**src/rtl/homeostat_bank_if.sv**
```systemverilog
// -----------------------------------------------------------------------------
// homeostat_bank_if
//   Bundles the control inputs and the status outputs of homeostat_bank.
//   There is no valid/ready handshake: 'tick' is a plain enable. Requests
//   (inc/dec/load/step/load_val/leak_en) are sampled on a clk edge where
//   tick=1. Outputs are always valid and reflect the registered counters.
//
//   master : drives tick, inc, dec, step, load, load_val, leak_en;
//            observes value, level, at_min, at_max, critical, any_critical
//   slave  : the bank itself (mirror directions)
// -----------------------------------------------------------------------------
interface homeostat_bank_if #(
  parameter int CH     = 4,
  parameter int W      = 7,
  parameter int STEP_W = 3
);
  logic                tick;
  logic [CH-1:0]       inc;
  logic [CH-1:0]       dec;
  logic [CH*STEP_W-1:0] step;
  logic [CH-1:0]       load;
  logic [CH*W-1:0]     load_val;
  logic                leak_en;
  logic [CH*W-1:0]     value;
  logic [CH*2-1:0]     level;
  logic [CH-1:0]       at_min;
  logic [CH-1:0]       at_max;
  logic [CH-1:0]       critical;
  logic                any_critical;

  modport master (
    output tick, inc, dec, step, load, load_val, leak_en,
    input  value, level, at_min, at_max, critical, any_critical
  );

  modport slave (
    input  tick, inc, dec, step, load, load_val, leak_en,
    output value, level, at_min, at_max, critical, any_critical
  );
endinterface

```
**src/rtl/homeostat_bank.sv**
```systemverilog
// -----------------------------------------------------------------------------
// homeostat_bank
//   Bank of CH independent saturating drive counters. Each channel supports
//   load, variable-step increment/decrement with clamping, a slow leak toward
//   REST_VAL while idle, a 2-bit quartile level and a sticky critical flag
//   that sets after the value has sat at 0 for CRIT_TICKS consecutive ticks.
//   All state advances only on clk edges with tick=1.
//
//   clk, rst : clock, asynchronous active-high reset
//   bus      : homeostat_bank_if.slave (requests in, counter status out)
// -----------------------------------------------------------------------------
module homeostat_bank #(
  parameter int CH         = 4,
  parameter int W          = 7,
  parameter int STEP_W     = 3,
  parameter int RESET_VAL  = 96,
  parameter int REST_VAL   = 64,
  parameter int LEAK_DIV   = 4,
  parameter int CRIT_TICKS = 3
) (
  input logic            clk,
  input logic            rst,
  homeostat_bank_if.slave bus
);

  localparam int LEAK_W = $clog2(LEAK_DIV);
  localparam int ZR_W   = $clog2(CRIT_TICKS + 1);

  localparam logic [W-1:0]      MAX_V    = {W{1'b1}};
  localparam logic [W-1:0]      RST_V    = W'(RESET_VAL);
  localparam logic [W-1:0]      REST_V   = W'(REST_VAL);
  localparam logic [LEAK_W-1:0] LEAK_TOP = LEAK_W'(LEAK_DIV - 1);
  localparam logic [ZR_W-1:0]   ZR_TOP   = ZR_W'(CRIT_TICKS);

  logic [W-1:0]      value_q [CH];
  logic [W-1:0]      value_d [CH];
  logic [LEAK_W-1:0] leak_q  [CH];
  logic [LEAK_W-1:0] leak_d  [CH];
  logic [ZR_W-1:0]   zr_q    [CH];
  logic [ZR_W-1:0]   zr_d    [CH];
  logic [CH-1:0]     crit_q;
  logic [CH-1:0]     crit_d;

  // Scratch values reused per channel inside the loop below.
  logic [STEP_W-1:0] stp;
  logic [W:0]        stp_ext;
  logic [W:0]        sum;

  always_comb begin
    stp     = '0;
    stp_ext = '0;
    sum     = '0;
    crit_d  = crit_q;
    for (int c = 0; c < CH; c++) begin
      value_d[c] = value_q[c];
      leak_d[c]  = leak_q[c];
      zr_d[c]    = zr_q[c];

      // A step of zero still moves the counter by one.
      stp     = bus.step[c*STEP_W +: STEP_W];
      if (stp == '0) stp = STEP_W'(1);
      stp_ext = (W+1)'(stp);
      sum     = {1'b0, value_q[c]} + stp_ext;

      if (bus.tick) begin
        if (bus.load[c]) begin
          value_d[c] = bus.load_val[c*W +: W];
          crit_d[c]  = 1'b0;
          leak_d[c]  = '0;
          zr_d[c]    = '0;
        end else begin
          if (bus.inc[c] && bus.dec[c]) begin
            leak_d[c] = '0;
          end else if (bus.inc[c]) begin
            value_d[c] = sum[W] ? MAX_V : sum[W-1:0];
            leak_d[c]  = '0;
          end else if (bus.dec[c]) begin
            // Compare in W+1 bits so a large step clamps at 0 instead of wrapping.
            if ({1'b0, value_q[c]} <= stp_ext) value_d[c] = '0;
            else value_d[c] = value_q[c] - stp_ext[W-1:0];
            leak_d[c] = '0;
          end else if (leak_q[c] == LEAK_TOP) begin
            // Interval elapsed: leak if enabled, otherwise park here so the
            // first idle tick after enabling leaks immediately.
            if (bus.leak_en) begin
              if (value_q[c] > REST_V)      value_d[c] = value_q[c] - W'(1);
              else if (value_q[c] < REST_V) value_d[c] = value_q[c] + W'(1);
              leak_d[c] = '0;
            end
          end else begin
            leak_d[c] = leak_q[c] + LEAK_W'(1);
          end

          // Zero-run tracking looks at the post-update value.
          if (value_d[c] == '0) begin
            if (zr_q[c] != ZR_TOP) zr_d[c] = zr_q[c] + ZR_W'(1);
            if (zr_d[c] == ZR_TOP) crit_d[c] = 1'b1;
          end else begin
            zr_d[c] = '0;
          end
        end
      end
    end
  end

  always_ff @(posedge clk or posedge rst) begin
    if (rst) begin
      for (int c = 0; c < CH; c++) begin
        value_q[c] <= RST_V;
        leak_q[c]  <= '0;
        zr_q[c]    <= '0;
      end
      crit_q <= '0;
    end else begin
      for (int c = 0; c < CH; c++) begin
        value_q[c] <= value_d[c];
        leak_q[c]  <= leak_d[c];
        zr_q[c]    <= zr_d[c];
      end
      crit_q <= crit_d;
    end
  end

  for (genvar g = 0; g < CH; g++) begin : g_out
    assign bus.value[g*W +: W] = value_q[g];
    assign bus.level[g*2 +: 2] = value_q[g][W-1:W-2];
    assign bus.at_min[g]       = (value_q[g] == '0);
    assign bus.at_max[g]       = (value_q[g] == MAX_V);
  end

  assign bus.critical     = crit_q;
  assign bus.any_critical = |crit_q;

endmodule

```
**src/flat_wrapper.sv**
```systemverilog
// flat-port wrapper written by rule: the top's interface ports become plain ports
module homeostat_bank_flat 
#(
  parameter int CH         = 4,
  parameter int W          = 7,
  parameter int STEP_W     = 3,
  parameter int RESET_VAL  = 96,
  parameter int REST_VAL   = 64,
  parameter int LEAK_DIV   = 4,
  parameter int CRIT_TICKS = 3
)
  (clk, rst, bus_tick, bus_inc, bus_dec, bus_step, bus_load, bus_load_val, bus_leak_en, bus_value, bus_level, bus_at_min, bus_at_max, bus_critical, bus_any_critical);
  homeostat_bank_if #(.CH(CH), .W(W), .STEP_W(STEP_W)) bus_i ();
  input logic clk;
  input logic rst;
  input wire logic [$bits(bus_i.tick)-1:0] bus_tick;
  input wire logic [$bits(bus_i.inc)-1:0] bus_inc;
  input wire logic [$bits(bus_i.dec)-1:0] bus_dec;
  input wire logic [$bits(bus_i.step)-1:0] bus_step;
  input wire logic [$bits(bus_i.load)-1:0] bus_load;
  input wire logic [$bits(bus_i.load_val)-1:0] bus_load_val;
  input wire logic [$bits(bus_i.leak_en)-1:0] bus_leak_en;
  output wire logic [$bits(bus_i.value)-1:0] bus_value;
  output wire logic [$bits(bus_i.level)-1:0] bus_level;
  output wire logic [$bits(bus_i.at_min)-1:0] bus_at_min;
  output wire logic [$bits(bus_i.at_max)-1:0] bus_at_max;
  output wire logic [$bits(bus_i.critical)-1:0] bus_critical;
  output wire logic [$bits(bus_i.any_critical)-1:0] bus_any_critical;
  assign bus_i.tick = bus_tick;
  assign bus_i.inc = bus_inc;
  assign bus_i.dec = bus_dec;
  assign bus_i.step = bus_step;
  assign bus_i.load = bus_load;
  assign bus_i.load_val = bus_load_val;
  assign bus_i.leak_en = bus_leak_en;
  assign bus_value = bus_i.value;
  assign bus_level = bus_i.level;
  assign bus_at_min = bus_i.at_min;
  assign bus_at_max = bus_i.at_max;
  assign bus_critical = bus_i.critical;
  assign bus_any_critical = bus_i.any_critical;
  homeostat_bank #(.CH(CH), .W(W), .STEP_W(STEP_W), .RESET_VAL(RESET_VAL), .REST_VAL(REST_VAL), .LEAK_DIV(LEAK_DIV), .CRIT_TICKS(CRIT_TICKS)) u_core (.clk(clk), .rst(rst), .bus(bus_i));
endmodule
```
**config.mk**
```make
export PLATFORM = sky130hd
export DESIGN_NAME = homeostat_bank_flat
export DESIGN_NICKNAME = d
export VERILOG_FILES = /design/src/rtl/homeostat_bank_if.sv /design/src/rtl/homeostat_bank.sv /design/src/flat_wrapper.sv
export SDC_FILE = /design/constraint.sdc
export NUM_CORES = 1
export LEC_CHECK = 0
export BUFFER_PORTS_ARGS = -buffer_cell sky130_fd_sc_hd__buf_4
export CAP_MARGIN = 20
export CORE_MARGIN = 2
export CORE_UTILIZATION = 35
export CTS_CLUSTER_DIAMETER = 120
export DETAILED_ROUTE_END_ITERATION = 16
export SYNTH_ARGS = -nofsm -noshare
export SYNTH_HDL_FRONTEND = slang
export SYNTH_SLANG_ARGS = --single-unit
```
**constraint.sdc**
```tcl
create_clock -name clk -period 2.6 [get_ports clk]
set_input_delay 0.39 -clock clk [delete_from_list [all_inputs] [get_ports clk]]
set_output_delay 0.39 -clock clk [all_outputs]
set_load 0.05 [all_outputs]
```
==> impl_metrics.tcl <==
set metrics [dict create \
    path_class "reg2reg" \
    rsz0062_at_grt "yes" \
    grt_usage_pct 22.2 \
    htree_levels 2 \
    ys_ff_latch 48 \
    period_share_pct 107 \
    dr.pass1.iters 11 \
    max_freq_mhz 360 \
    fin_nets 1156 \
    cp_max_fo 4 \
    finalHoldViolCount 0 \
    portBuffers 104 \
    synth_top_area_cell "dfrtp_1" \
    cts_tree "built" \
    setup_ws_ns -0.176 \
    synthDistinctLibCells 91 \
    grt-ovfl-total 0 \
    dp_hpwl_microns 16600 \
    core_area_sq_um 17800 \
    clk_path_buf_depth 2 \
    syn_area_sq_um 6320 \
    synth_edf_count 0 \
    final_common_cell "buf_4" \
    clk_pin_slew_ns 0.07 \
    pin_count 105 \
    antenna_cells 0 \
    grt_max_degree 54 \
    clock_latency_ns 0.30 \
    drtIter0Drc 455 \
    num_vias 7276 \
    cpPeakStageDelay_ns 0.53 \
    area_delta_synth_final_pct 46.9 \
    end_kind "flop" \
    leakage_nw 3.93 \
    hold_path_class "in2async" \
    fin_area_sq_um 9290 \
    required_ns 2.79 \
    skew_ns 0.00290 \
    maxCapViolations 0 \
    cts_made_buffers 5 \
    ir_worst_vdd_mv 0.282 \
    synth_cells 833 \
    slew_violations 0 \
    layout_min_cycle_time_ns 2.78 \
    final_cell_mix "271 x buf_4, 78 x nand2_1, 62 x nor2_1" \
    dpl_cell_area_sq_um 8460 \
    wl_met2_microns 10500 \
    rrSetupSlack_ns -0.18 \
    syn_area_per_cell_sq_um 7.59 \
    antenna_left 0 \
    fin_util_pct 52.1 \
    cts_sinks 48 \
    seq_area_frac_synth_pct 19.2 \
    grt_pass1_vias 6966 \
    power_frac_comb_pct 64.0 \
    switching_power_mw 2.12 \
    totalWireLength_microns 22200 \
    synth_area_leaders "dfrtp_1 16%, ha_1 7.9%, o21ai_0 5.3%, nand2_1 4.7%, nor2_1 3.7%" \
    synth_warnings 0 \
    drive_above_1_share_pct 42.1 \
    p_per_area_nw_per_um2 515 \
    cp_slowest_cell "or4b_4" \
    top_layer "met4" \
    wl_met1_microns 9770 \
    drc 0 \
    seqPwrFrac_pct 20.2 \
    crit_family "simple AND/OR/NAND/NOR gates" \
    cts_hold_buf 0 \
    die_height_microns 138 \
    slew_headroom_pct 54.0 \
    synth-async-reset-ratio_pct 100 \
    die_w_microns 138 \
    wl_met3_microns 1480 \
    grt_pass1_wl_microns 35300 \
    intPower_mw 2.66 \
    pwr-share-clk_pct 15.9 \
    cts_root_buf "clkbuf_16" \
    worstPathArrival_ns 2.97 \
    core.rowCount 49 \
    antenna_found_initial 0 \
    ys.flop_type "dfrtp_1" \
    power_mw 4.78 \
    swShare_pct 44.4 \
    wl_per_cell_microns 17.3 \
    detail_route.vias_per_cell 5.68 \
    worst_slew_pin_slew_ns 0.690 \
    violations "negative setup slack" \
    syn-num-nets 937 \
    gp_congestion 0.963 \
    critical_path_buf_inv_count 2 \
    finalSetupViolCount 11 \
    start_util_pct 35.4 \
    startpoint_type "flop" \
    synth_top_area_share_pct 15.8 \
    outcome "finished, violations left" \
    crit_chain "inv_4, ha_4, inv_2, fa_2, a21oi_2, o21ai_1, or4b_4, a211oi_4, nor2_1, nand3_2, and4bb_2, a22o_1" \
    dieArea_sq_um 19200 \
]
==> metrics by stage <==
step	setup TNS, ns	hold WS [ns]	cells	worst slack, ns
2_1_floorplan	-0.957	0.450	833	-0.194
3_3_place_gp	-5.24	0.445	1249	-0.451
3_5_place_dp	-5.62	0.443	1249	-0.498
4_1_cts	-1.09	0.112	1268	-0.233
5_1_grt	-2.61	0.143	1282	-0.329
6_report	-1.27	0.107	1282	-0.176
==> registers in the layout (all words and copies together), names as in the netlist <==
signal and count:
u_core.leak_q 8, u_core.zr_q 8, u_core.bus.level 8, u_core.bus.value 20
u_core.bus.critical 4
==> synth_stat cells, types with 8 or more instances <==
| cell | number |
|---|---|
| a211oi_1 | 9 |
| a21oi_1 | 46 |
| a311oi_1 | 8 |
| a31oi_1 | 20 |
| and2_1 | 8 |
| and3_1 | 8 |
| buf_2 | 11 |
| buf_4 | 8 |
| clkbuf_1 | 43 |
| dfrtp_1 | 40 |
| dfstp_2 | 8 |
| fa_1 | 8 |
| ha_1 | 40 |
| inv_1 | 45 |
| mux2i_1 | 15 |
| nand2_1 | 79 |
| nand2b_1 | 22 |
| nand3_1 | 24 |
| nand4_1 | 12 |
| nor2_1 | 63 |
| nor2b_1 | 23 |
| nor3_1 | 23 |
| o211ai_1 | 10 |
| o21ai_0 | 67 |
| o22ai_1 | 10 |
| o31ai_1 | 8 |
| xnor2_1 | 11 |
==> path summary, 6_finish.rpt <==
kind,startpoint,end,cells past startpoint
setup / recovery,u_core.bus.value[21],u_core.bus.critical[3],12
hold / removal,rst,u_core.bus.critical[2],2
setup reg to reg,u_core.bus.value[21],u_core.bus.critical[3],12
hold reg to reg,u_core.leak_q[5],u_core.leak_q[5],2
max in group asynchronous,rst,u_core.bus.level[0],3
min in group clk,bus_load_val[2],u_core.bus.value[2],3
==> timing repair <==
action                     4_1_cts  5_1_grt
setup endpoints to repair       16       30
pin swaps                       27       42
setup buffers                   11       14
resized for setup               45       59
==> power by group through the flow <==
stage               combinational [mW]  sequential (mW)  clock (mW)
finish                            3.06            0.966       0.758
global route                      3.29            0.977       0.813
CTS                               2.87            0.966       0.785
detailed placement                2.70            0.977           0
global placement                  2.69            0.975           0
floorplan                         1.41             1.22           0
==> cell families (layout without fill, tap and decap cells) <==
family	count (synthesis)	after routing	share of synthesized area [%]
AO/OA/AOI/OAI	259	259	28.6
buffers and inverters	114	334	7.60
XOR/XNOR	15	15	2.08
adder cells (fa/ha/maj)	48	48	10.4
multiplexers	19	19	3.09
flip-flops	48	48	19.2
AND/OR/NAND/NOR	330	330	29.0
==> area by class of cell <==
class                           instances  area [sq um]
Sequential cell                        48          1240
Clock buffer                            5           125
Clock inverter                          3          42.5
Multi-Input combinational cell        671          5270
Timing Repair Buffer                  279          2140
Fill cell                            1680          8550
Tap cell                              229           287
Inverter                               47           186
==> layer usage <==
layer | vias up | track usage (%)
li1 | 3535 | -
met2 | 272 | 36.7
met4 | 0 | 7.04
met5 | - | 0
met3 | 34 | 2.81
met1 | 3435 | 30.3
(Power assumes the default switching activity.)
